`config.mk`:
```
export PLATFORM = sky130hd
export DESIGN_NAME = spi_master_ctrl_flat
export DESIGN_NICKNAME = d
export VERILOG_FILES = /design/src/rtl/spi_master_ctrl_if.sv /design/src/rtl/spi_master_ctrl.sv /design/src/flat_wrapper.sv
export SDC_FILE = /design/constraint.sdc
export NUM_CORES = 1
export LEC_CHECK = 0
export CAP_MARGIN = 10
export CORE_MARGIN = 4
export CORE_UTILIZATION = 58
export DETAILED_ROUTE_END_ITERATION = 12
export PLACE_DENSITY = 0.93
export SYNTH_ARGS = -nofsm -noshare
export SYNTH_HDL_FRONTEND = slang
export SYNTH_SLANG_ARGS = --single-unit
```
`constraint.sdc`:
```
create_clock -name clk -period 5.1 [get_ports clk]
set_input_delay 1.53 -clock clk [delete_from_list [all_inputs] [get_ports clk]]
set_output_delay 1.53 -clock clk [all_outputs]
set_load 0.03 [all_outputs]
```
`src/rtl/spi_master_ctrl_if.sv`:
```
// Request/response and pin bundle for the SPI master controller.
// The controller uses the master modport; the surrounding logic uses slave.
interface spi_master_ctrl_if;
    logic       start;
    logic       rw;
    logic [6:0] addr;
    logic [7:0] wdata;
    logic       busy;
    logic       done;
    logic [7:0] rdata;
    logic       sclk_pin;
    logic       cs_pin;
    logic       mosi_pin;
    logic       miso_pin;

    modport master (
        input  start, rw, addr, wdata, miso_pin,
        output busy, done, rdata, sclk_pin, cs_pin, mosi_pin
    );

    modport slave (
        output start, rw, addr, wdata, miso_pin,
        input  busy, done, rdata, sclk_pin, cs_pin, mosi_pin
    );
endinterface

```
`src/rtl/spi_master_ctrl.sv`:
```
// SPI master that issues one 7-bit address + R/W frame, followed by a write
// byte or a turnaround gap and a read byte, then a post phase and a CS-high gap.
module spi_master_ctrl #(
    parameter int HALF_PERIOD = 8,
    parameter int TURNAROUND  = 3,
    parameter int POST_CYCLES = 1
) (
    input logic               clk,
    input logic               reset,
    spi_master_ctrl_if.master bus
);
    localparam int DIV_W = $clog2(2 * HALF_PERIOD);
    localparam logic [DIV_W-1:0] RISE_AT  = DIV_W'(HALF_PERIOD - 1);
    localparam logic [DIV_W-1:0] SLOT_END = DIV_W'(2 * HALF_PERIOD - 1);

    localparam int MAX_SLOTS = (TURNAROUND > POST_CYCLES)
                             ? ((TURNAROUND > 8) ? TURNAROUND : 8)
                             : ((POST_CYCLES > 8) ? POST_CYCLES : 8);
    localparam int CNT_W = $clog2(MAX_SLOTS);
    localparam logic [CNT_W-1:0] ADDR_LAST = CNT_W'(6);
    localparam logic [CNT_W-1:0] BYTE_LAST = CNT_W'(7);
    localparam logic [CNT_W-1:0] TURN_LAST = CNT_W'(TURNAROUND - 1);
    localparam logic [CNT_W-1:0] POST_LAST = CNT_W'(POST_CYCLES - 1);

    typedef enum logic [2:0] {
        IDLE, ADDR, RWBIT, WDATA, TURN, RDATA, POST, FIN
    } state_t;

    state_t           state;
    logic [DIV_W-1:0] div_cnt;
    logic [CNT_W-1:0] bit_cnt;
    logic [7:0]       tx_sh;
    logic [7:0]       rx_sh;
    logic [7:0]       wdata_q;
    logic             rw_q;
    logic             busy_q;
    logic             done_q;
    logic [7:0]       rdata_q;
    logic             sclk_q;
    logic             cs_q;
    logic             mosi_q;

    assign bus.busy     = busy_q;
    assign bus.done     = done_q;
    assign bus.rdata    = rdata_q;
    assign bus.sclk_pin = sclk_q;
    assign bus.cs_pin   = cs_q;
    assign bus.mosi_pin = mosi_q;

    // tx_sh holds {addr, rw} and later the write byte; mosi always shows its MSB
    // and advances only on the clk where sclk falls.
    always_ff @(posedge clk) begin
        if (reset) begin
            state   <= IDLE;
            div_cnt <= '0;
            bit_cnt <= '0;
            tx_sh   <= '0;
            rx_sh   <= '0;
            wdata_q <= '0;
            rw_q    <= 1'b0;
            busy_q  <= 1'b0;
            done_q  <= 1'b0;
            rdata_q <= '0;
            sclk_q  <= 1'b0;
            cs_q    <= 1'b1;
            mosi_q  <= 1'b0;
        end else begin
            done_q <= 1'b0;
            if (state == IDLE) begin
                if (bus.start) begin
                    tx_sh   <= {bus.addr, bus.rw};
                    rw_q    <= bus.rw;
                    wdata_q <= bus.wdata;
                    mosi_q  <= bus.addr[6];
                    cs_q    <= 1'b0;
                    busy_q  <= 1'b1;
                    sclk_q  <= 1'b0;
                    div_cnt <= '0;
                    bit_cnt <= '0;
                    state   <= ADDR;
                end
            end else begin
                div_cnt <= (div_cnt == SLOT_END) ? '0 : div_cnt + 1'b1;

                if (div_cnt == RISE_AT && state != FIN) begin
                    sclk_q <= 1'b1;
                    if (state == RDATA) begin
                        rx_sh <= {rx_sh[6:0], bus.miso_pin};
                    end
                end

                if (div_cnt == SLOT_END) begin
                    sclk_q  <= 1'b0;
                    bit_cnt <= bit_cnt + 1'b1;
                    case (state)
                        ADDR: begin
                            tx_sh  <= {tx_sh[6:0], 1'b0};
                            mosi_q <= tx_sh[6];
                            if (bit_cnt == ADDR_LAST) begin
                                bit_cnt <= '0;
                                state   <= RWBIT;
                            end
                        end
                        RWBIT: begin
                            bit_cnt <= '0;
                            if (rw_q) begin
                                mosi_q <= 1'b0;
                                state  <= (TURNAROUND == 0) ? RDATA : TURN;
                            end else begin
                                tx_sh  <= wdata_q;
                                mosi_q <= wdata_q[7];
                                state  <= WDATA;
                            end
                        end
                        WDATA: begin
                            if (bit_cnt == BYTE_LAST) begin
                                mosi_q  <= 1'b0;
                                bit_cnt <= '0;
                                state   <= (POST_CYCLES == 0) ? FIN : POST;
                                cs_q    <= (POST_CYCLES == 0);
                            end else begin
                                tx_sh  <= {tx_sh[6:0], 1'b0};
                                mosi_q <= tx_sh[6];
                            end
                        end
                        TURN: begin
                            if (bit_cnt == TURN_LAST) begin
                                bit_cnt <= '0;
                                state   <= RDATA;
                            end
                        end
                        RDATA: begin
                            if (bit_cnt == BYTE_LAST) begin
                                rdata_q <= rx_sh;
                                bit_cnt <= '0;
                                state   <= (POST_CYCLES == 0) ? FIN : POST;
                                cs_q    <= (POST_CYCLES == 0);
                            end
                        end
                        POST: begin
                            if (bit_cnt == POST_LAST) begin
                                bit_cnt <= '0;
                                cs_q    <= 1'b1;
                                state   <= FIN;
                            end
                        end
                        FIN: begin
                            bit_cnt <= '0;
                            busy_q  <= 1'b0;
                            done_q  <= 1'b1;
                            state   <= IDLE;
                        end
                        default: state <= IDLE;
                    endcase
                end
            end
        end
    end
endmodule
```
`src/flat_wrapper.sv`:
```
// flat-port wrapper written by rule: the top's interface ports become plain ports
module spi_master_ctrl_flat 
#(
    parameter int HALF_PERIOD = 8,
    parameter int TURNAROUND  = 3,
    parameter int POST_CYCLES = 1
)
  (clk, reset, bus_start, bus_rw, bus_addr, bus_wdata, bus_miso_pin, bus_busy, bus_done, bus_rdata, bus_sclk_pin, bus_cs_pin, bus_mosi_pin);
  spi_master_ctrl_if bus_i ();
  input logic clk;
  input logic reset;
  input wire logic [$bits(bus_i.start)-1:0] bus_start;
  input wire logic [$bits(bus_i.rw)-1:0] bus_rw;
  input wire logic [$bits(bus_i.addr)-1:0] bus_addr;
  input wire logic [$bits(bus_i.wdata)-1:0] bus_wdata;
  input wire logic [$bits(bus_i.miso_pin)-1:0] bus_miso_pin;
  output wire logic [$bits(bus_i.busy)-1:0] bus_busy;
  output wire logic [$bits(bus_i.done)-1:0] bus_done;
  output wire logic [$bits(bus_i.rdata)-1:0] bus_rdata;
  output wire logic [$bits(bus_i.sclk_pin)-1:0] bus_sclk_pin;
  output wire logic [$bits(bus_i.cs_pin)-1:0] bus_cs_pin;
  output wire logic [$bits(bus_i.mosi_pin)-1:0] bus_mosi_pin;
  assign bus_i.start = bus_start;
  assign bus_i.rw = bus_rw;
  assign bus_i.addr = bus_addr;
  assign bus_i.wdata = bus_wdata;
  assign bus_i.miso_pin = bus_miso_pin;
  assign bus_busy = bus_i.busy;
  assign bus_done = bus_i.done;
  assign bus_rdata = bus_i.rdata;
  assign bus_sclk_pin = bus_i.sclk_pin;
  assign bus_cs_pin = bus_i.cs_pin;
  assign bus_mosi_pin = bus_i.mosi_pin;
  spi_master_ctrl #(.HALF_PERIOD(HALF_PERIOD), .TURNAROUND(TURNAROUND), .POST_CYCLES(POST_CYCLES)) u_core (.clk(clk), .reset(reset), .bus(bus_i));
endmodule
```
# Word level (Yosys, flattened, before mapping)
# Index checks and enable logic that the tools add are counted.
# W data, S select, Z words.
# word_totals
output_inout_bits	13
reg_bits	47
input_bits	20
# classes
eq_ne	20
n_mux	46
add_sub_neg	2
bitwise	2
reduce_logical	21
# ops
op	count
$mux W3	15
$mux W7	5
$pmux W3 S5	2
$pmux W7 S3	1
$eq A3 B3 Y1 const B	6
$mux W1	18
$mux W4	3
$ne A3 B1 Y1 const B	4
$reduce_and A5 Y1	2
$eq A3 B2 Y1 const B	3
$reduce_and A3 Y1	3
$logic_not A3 Y1	2
$ne A3 B3 Y1 const B	2
$reduce_and A2 Y1	3
$reduce_and A6 Y1	1
$reduce_bool A3 Y1	2
$add A4 B1 Y4 const B	1
$eq A4 B3 Y1 const B	1
$eq A4 B4 Y1 const B	1
$reduce_and A4 Y1	1
$reduce_bool A2 Y1	2
$reduce_bool A4 Y1	1
$reduce_or A2 Y1	2
$add A3 B1 Y3 const B	1
other kinds (8)	9

# Logic depth before layout (Yosys ltp)
# logic_depth
ltp_word	5
mapped_depth	8

# Worst setup path before layout
# Ideal clock, no wire load.
# synth_timing
kind	input to register
start	in bus_start
end	reg u_core.cs_q (netlist: u_core.bus.cs_pin)
required_time_ps	4978
path_stages	5
setup_slack_ps	2445
path_buffers	0
setup_time_ps	122
arrival_ps	2533
path_cell_list	nor4b_4 > a21oi_4 > nor3_4 > nand3_1 > a221o_1
# synth_between
elab_chain_cells	2
# synth_lines
element	line	source
start: declaration	flat_wrapper.sv:12	input wire logic [$bits(bus_i.start)-1:0] bus_start;
$ne A2 B2 Y1 (no source line)	n/a	
$reduce_and A5 Y1 (no source line)	n/a	
end signal: assignment	spi_master_ctrl.sv:120	cs_q <= (POST_CYCLES == 0);
end signal: assignment	spi_master_ctrl.sv:137	cs_q <= (POST_CYCLES == 0);
end: declaration	spi_master_ctrl.sv:40	logic cs_q;
# No other way between the ends.
# A chain may end at the register's enable or synchronous reset.

# Final worst setup path
# Ends and elaborated chain as after synthesis.

==> results.md <==
- Clk sinks: 47
- RePlAce Congestion: 0.827
- Clock Tree Buf Depth: 2
- H-tree levels: 2
- PortBufs: 32
- Clock skew: between 0.01 and 0.015 ns
- Seq pwr share: 0.472
- Crit-path slowest cell: nor4b_4
- Power Density: 368 nW/um^2
- Total number of vias: around 1900
- Hold WC Path Type: register to register
- Largest stage delay, worst path: about 0.65 ns
- Drc violations: 0
- Initial DRC Count: 225
- Setup WS pre-CTS: between 1 and 1.5 ns
- Post-cts gate resize count: 0
- NetSw: ~350 uW
- Fin area: around 2700 sq um
- Final Max Slew Viols: 0
- Ant diodes: 0
- Initial Utilization: 0.605
- Primary FF master, synth: dfxtp_1
- Sw Ratio: 0.356
- Total grt overflow: 0
- Chip width: approximately 70 um
- Hold path start: u_core.wdata_q[2]
- Syn nets: ~280
- WP data arrival: roughly 3.7 ns
- Synth Warn #: 0
- Max-slew headroom: 0.291
- Number of hold buffers added after cts: 0
- Worst Slack Setup Final: 1.65 ns
- Row count: 22
- Fin Setup TNS: 0 ns
- Seq cells post-synth: 47
- Root Driver: clkbuf_8
- Core area: about 3700 sq um
- Period utilization: 0.677
- Post-route ant nets: 0
- Max-cap viol count: 0
- Die ar.: 4940 sq um
- Most frequent cells in the layout: dfxtp_1, nor2_1, clkdlybuf4s50_1
- Global-route wire length before repair: ~7800 um
- Clk_lat worst skew: about 0.3 ns
- Fill cells: 283
- Final Hold Fails: 0
- VDD IR max: 259 uV
- Status: finished, final reports clean
- Syn Std Cell Area: ~2200 sq um
- Die height: 70.3 um
- CTS buffer count: 5
- Clk network pwr share: 0.227
- Share of layout cells above drive strength 1: 0.0755
- Hold Path Stages: 2
- Final setup viols: 0
- Most common library cell in the layout ignoring fill and taps: dfxtp_1
- Worst-Margin Slew: between 1 and 1.5 ns
- Reg2reg path depth: 5
- Antenna violations before repair: 0
- Final #Nets: approximately 300
- Min-Delay Endpoint: u_core.wdata_q[2]
- Cell internal pwr: around 630 uW
- Syn_area_per_cell: approximately 9.0 sq um
- Placed Instance Area: 2570 sq um
- R2r startpoint: u_core.state[1]
- Synth Instances: roughly 250
- Worst Setup Path Type: input port to register
- Pleak: between 0.0009 and 0.001 uW
- Register area: between 900 and 1000 sq um
- # IOs: 33
- Via/cell ratio: about 5.7
- Area grow syn2layout: 18.3%
- Vias in the first global route: around 1700
- Startpoint class of the critical path: input port
- Reg-to-reg slack, setup: about 2.6 ns
- Routed WL per cell: about 14 um
- Max Fclk: between 0.2 and 0.3 GHz
- WL final: about 4600 um
- Post-DP HPWL: between 3000 and 4000 um
- Sequential-to-total area share from yosys stat: 0.418
- Combinational Power Share: 0.300
- Fin crit period: between 3 and 4 ns
- Crit-path cells: clkdlybuf4s50_1, nor4b_4, a21oi_4, nor3_4, nand3_1, a221o_1
- CP Max Fanout: 11
- Post-synth EDFFs: 0
- Ys async rst share: 0
- Non-filler cells, final: around 330
- DRT Pass-1 Iters: 6
- Worst Path Required: about 5.3 ns
- Distinct cells, synth: 44
- Setup crit end kind: register
- GRT Total Usage: 0.193
- RSZ-0062 raised after global routing: false
- Post-CTS Setup Repair Bufs: 0
- Placed cell count: roughly 320
- CTS clk-pin slew, worst paths: 0.09 ns
- CTS tree: built
- Pin count of the biggest net entering global routing: around 50
- Worst R2R End: u_core.bus.cs_pin
- Multi-input combinational cell area: around 1200 sq um
-- how the worst max path moves through the flow --
stage	slack, ns	depth (start not counted)	startpoint	end
floorplan	2.45	5	bus_start	u_core.bus.cs_pin
global placement	1.38	6	bus_start	u_core.bus.cs_pin
detailed placement	1.32	6	bus_start	u_core.bus.cs_pin
CTS	1.65	6	bus_start	u_core.bus.cs_pin
global route	1.51	6	bus_start	u_core.bus.cs_pin
finish	1.65	6	bus_start	u_core.bus.cs_pin
-- registers in the layout, indices dropped and copies added, names as in the netlist --
| register | count |
|---|---|
| u_core.bus.busy | 1 |
| u_core.wdata_q | 8 |
| u_core.tx_sh | 7 |
| u_core.rw_q | 1 |
| u_core.div_cnt | 4 |
| u_core.rx_sh | 8 |
| u_core.bus.rdata | 8 |
| u_core.bit_cnt | 3 |
| u_core.state | 3 |
| u_core.bus.cs_pin | 1 |
| u_core.bus.sclk_pin | 1 |
| u_core.bus.done | 1 |
| u_core.bus.mosi_pin | 1 |
-- worst max-delay path: cells and delay by family --
family	cells	cell delay, ns
AO/OA/AOI/OAI	2	0.49
AND/OR/NAND/NOR	3	1.09
buffers and inverters	1	0.56
-- stage by stage --
stage / total power [uW] / hold WS (ns) / util
floorplan: 693 / 0.434 / -
global placement: 751 / 0.441 / 0.692
detailed placement: 763 / 0.447 / 0.692
CTS: 983 / 0.459 / 0.715
global route: 1030 / 0.475 / 0.715
finish: 979 / 0.456 / 0.715
-- cell usage after synthesis (2+ instances only) --
master / n / area share
nor2b_1: 4 / 0.011
nand3_1: 6 / 0.013
clkbuf_1: 8 / 0.013
nor4_4: 2 / 0.019
a22oi_1: 2 / 0.0067
mux2i_1: 30 / 0.13
nand3b_1: 2 / 0.0067
nor2_1: 36 / 0.060
nand4_1: 2 / 0.0056
a21oi_1: 17 / 0.038
nand2_1: 30 / 0.050
or4_1: 2 / 0.0067
nand2b_1: 4 / 0.011
a221o_1: 2 / 0.0089
inv_1: 5 / 0.0083
ha_1: 5 / 0.028
dfxtp_1: 47 / 0.42
o21ai_0: 10 / 0.022
nor3_1: 8 / 0.018
buf_2: 5 / 0.011
-- layout make-up --
cell class,instances,area share
multi-input cells,185,0.460
inverters,5,0.00706
repair buffers,33,0.123
clock inverters,3,0.00753
well taps,48,0.0226
clock buffers,5,0.0259
flip-flops and latches,47,0.354
-- metal layers --
metal  wire length (um)  vias to the layer above  track usage
li1                   -                      929            -
met1               2040                      862        0.246
met2               2240                       56        0.315
met3                229                        9       0.0388
met4                 78                        0       0.0809
met5                  0                        -            0
-- power by group through the flow --
stage               clock [uW]  sequential (uW)  combinational [uW]
global placement             0              467                 284
floorplan                    0              446                 248
finish                     222              463                 294
CTS                        226              462                 295
global route               240              470                 326
detailed placement           0              470                 292
-- cells by family (layout without fill, tap and decap cells) --
| kind of cell | Yosys count | after routing | share of synthesized area |
|---|---|---|---|
| AOI/OAI and AO/OA | 43 | 43 | 0.126 |
| xor gates and xnor gates | 1 | 1 | 0.00390 |
| adders and majority gates | 5 | 5 | 0.0278 |
| buffers and inverters | 19 | 46 | 0.0378 |
| DFF | 47 | 47 | 0.418 |
| muxes | 30 | 30 | 0.134 |
| and+or+nand+nor | 106 | 106 | 0.253 |
Power figures use the tool's default switching activity.
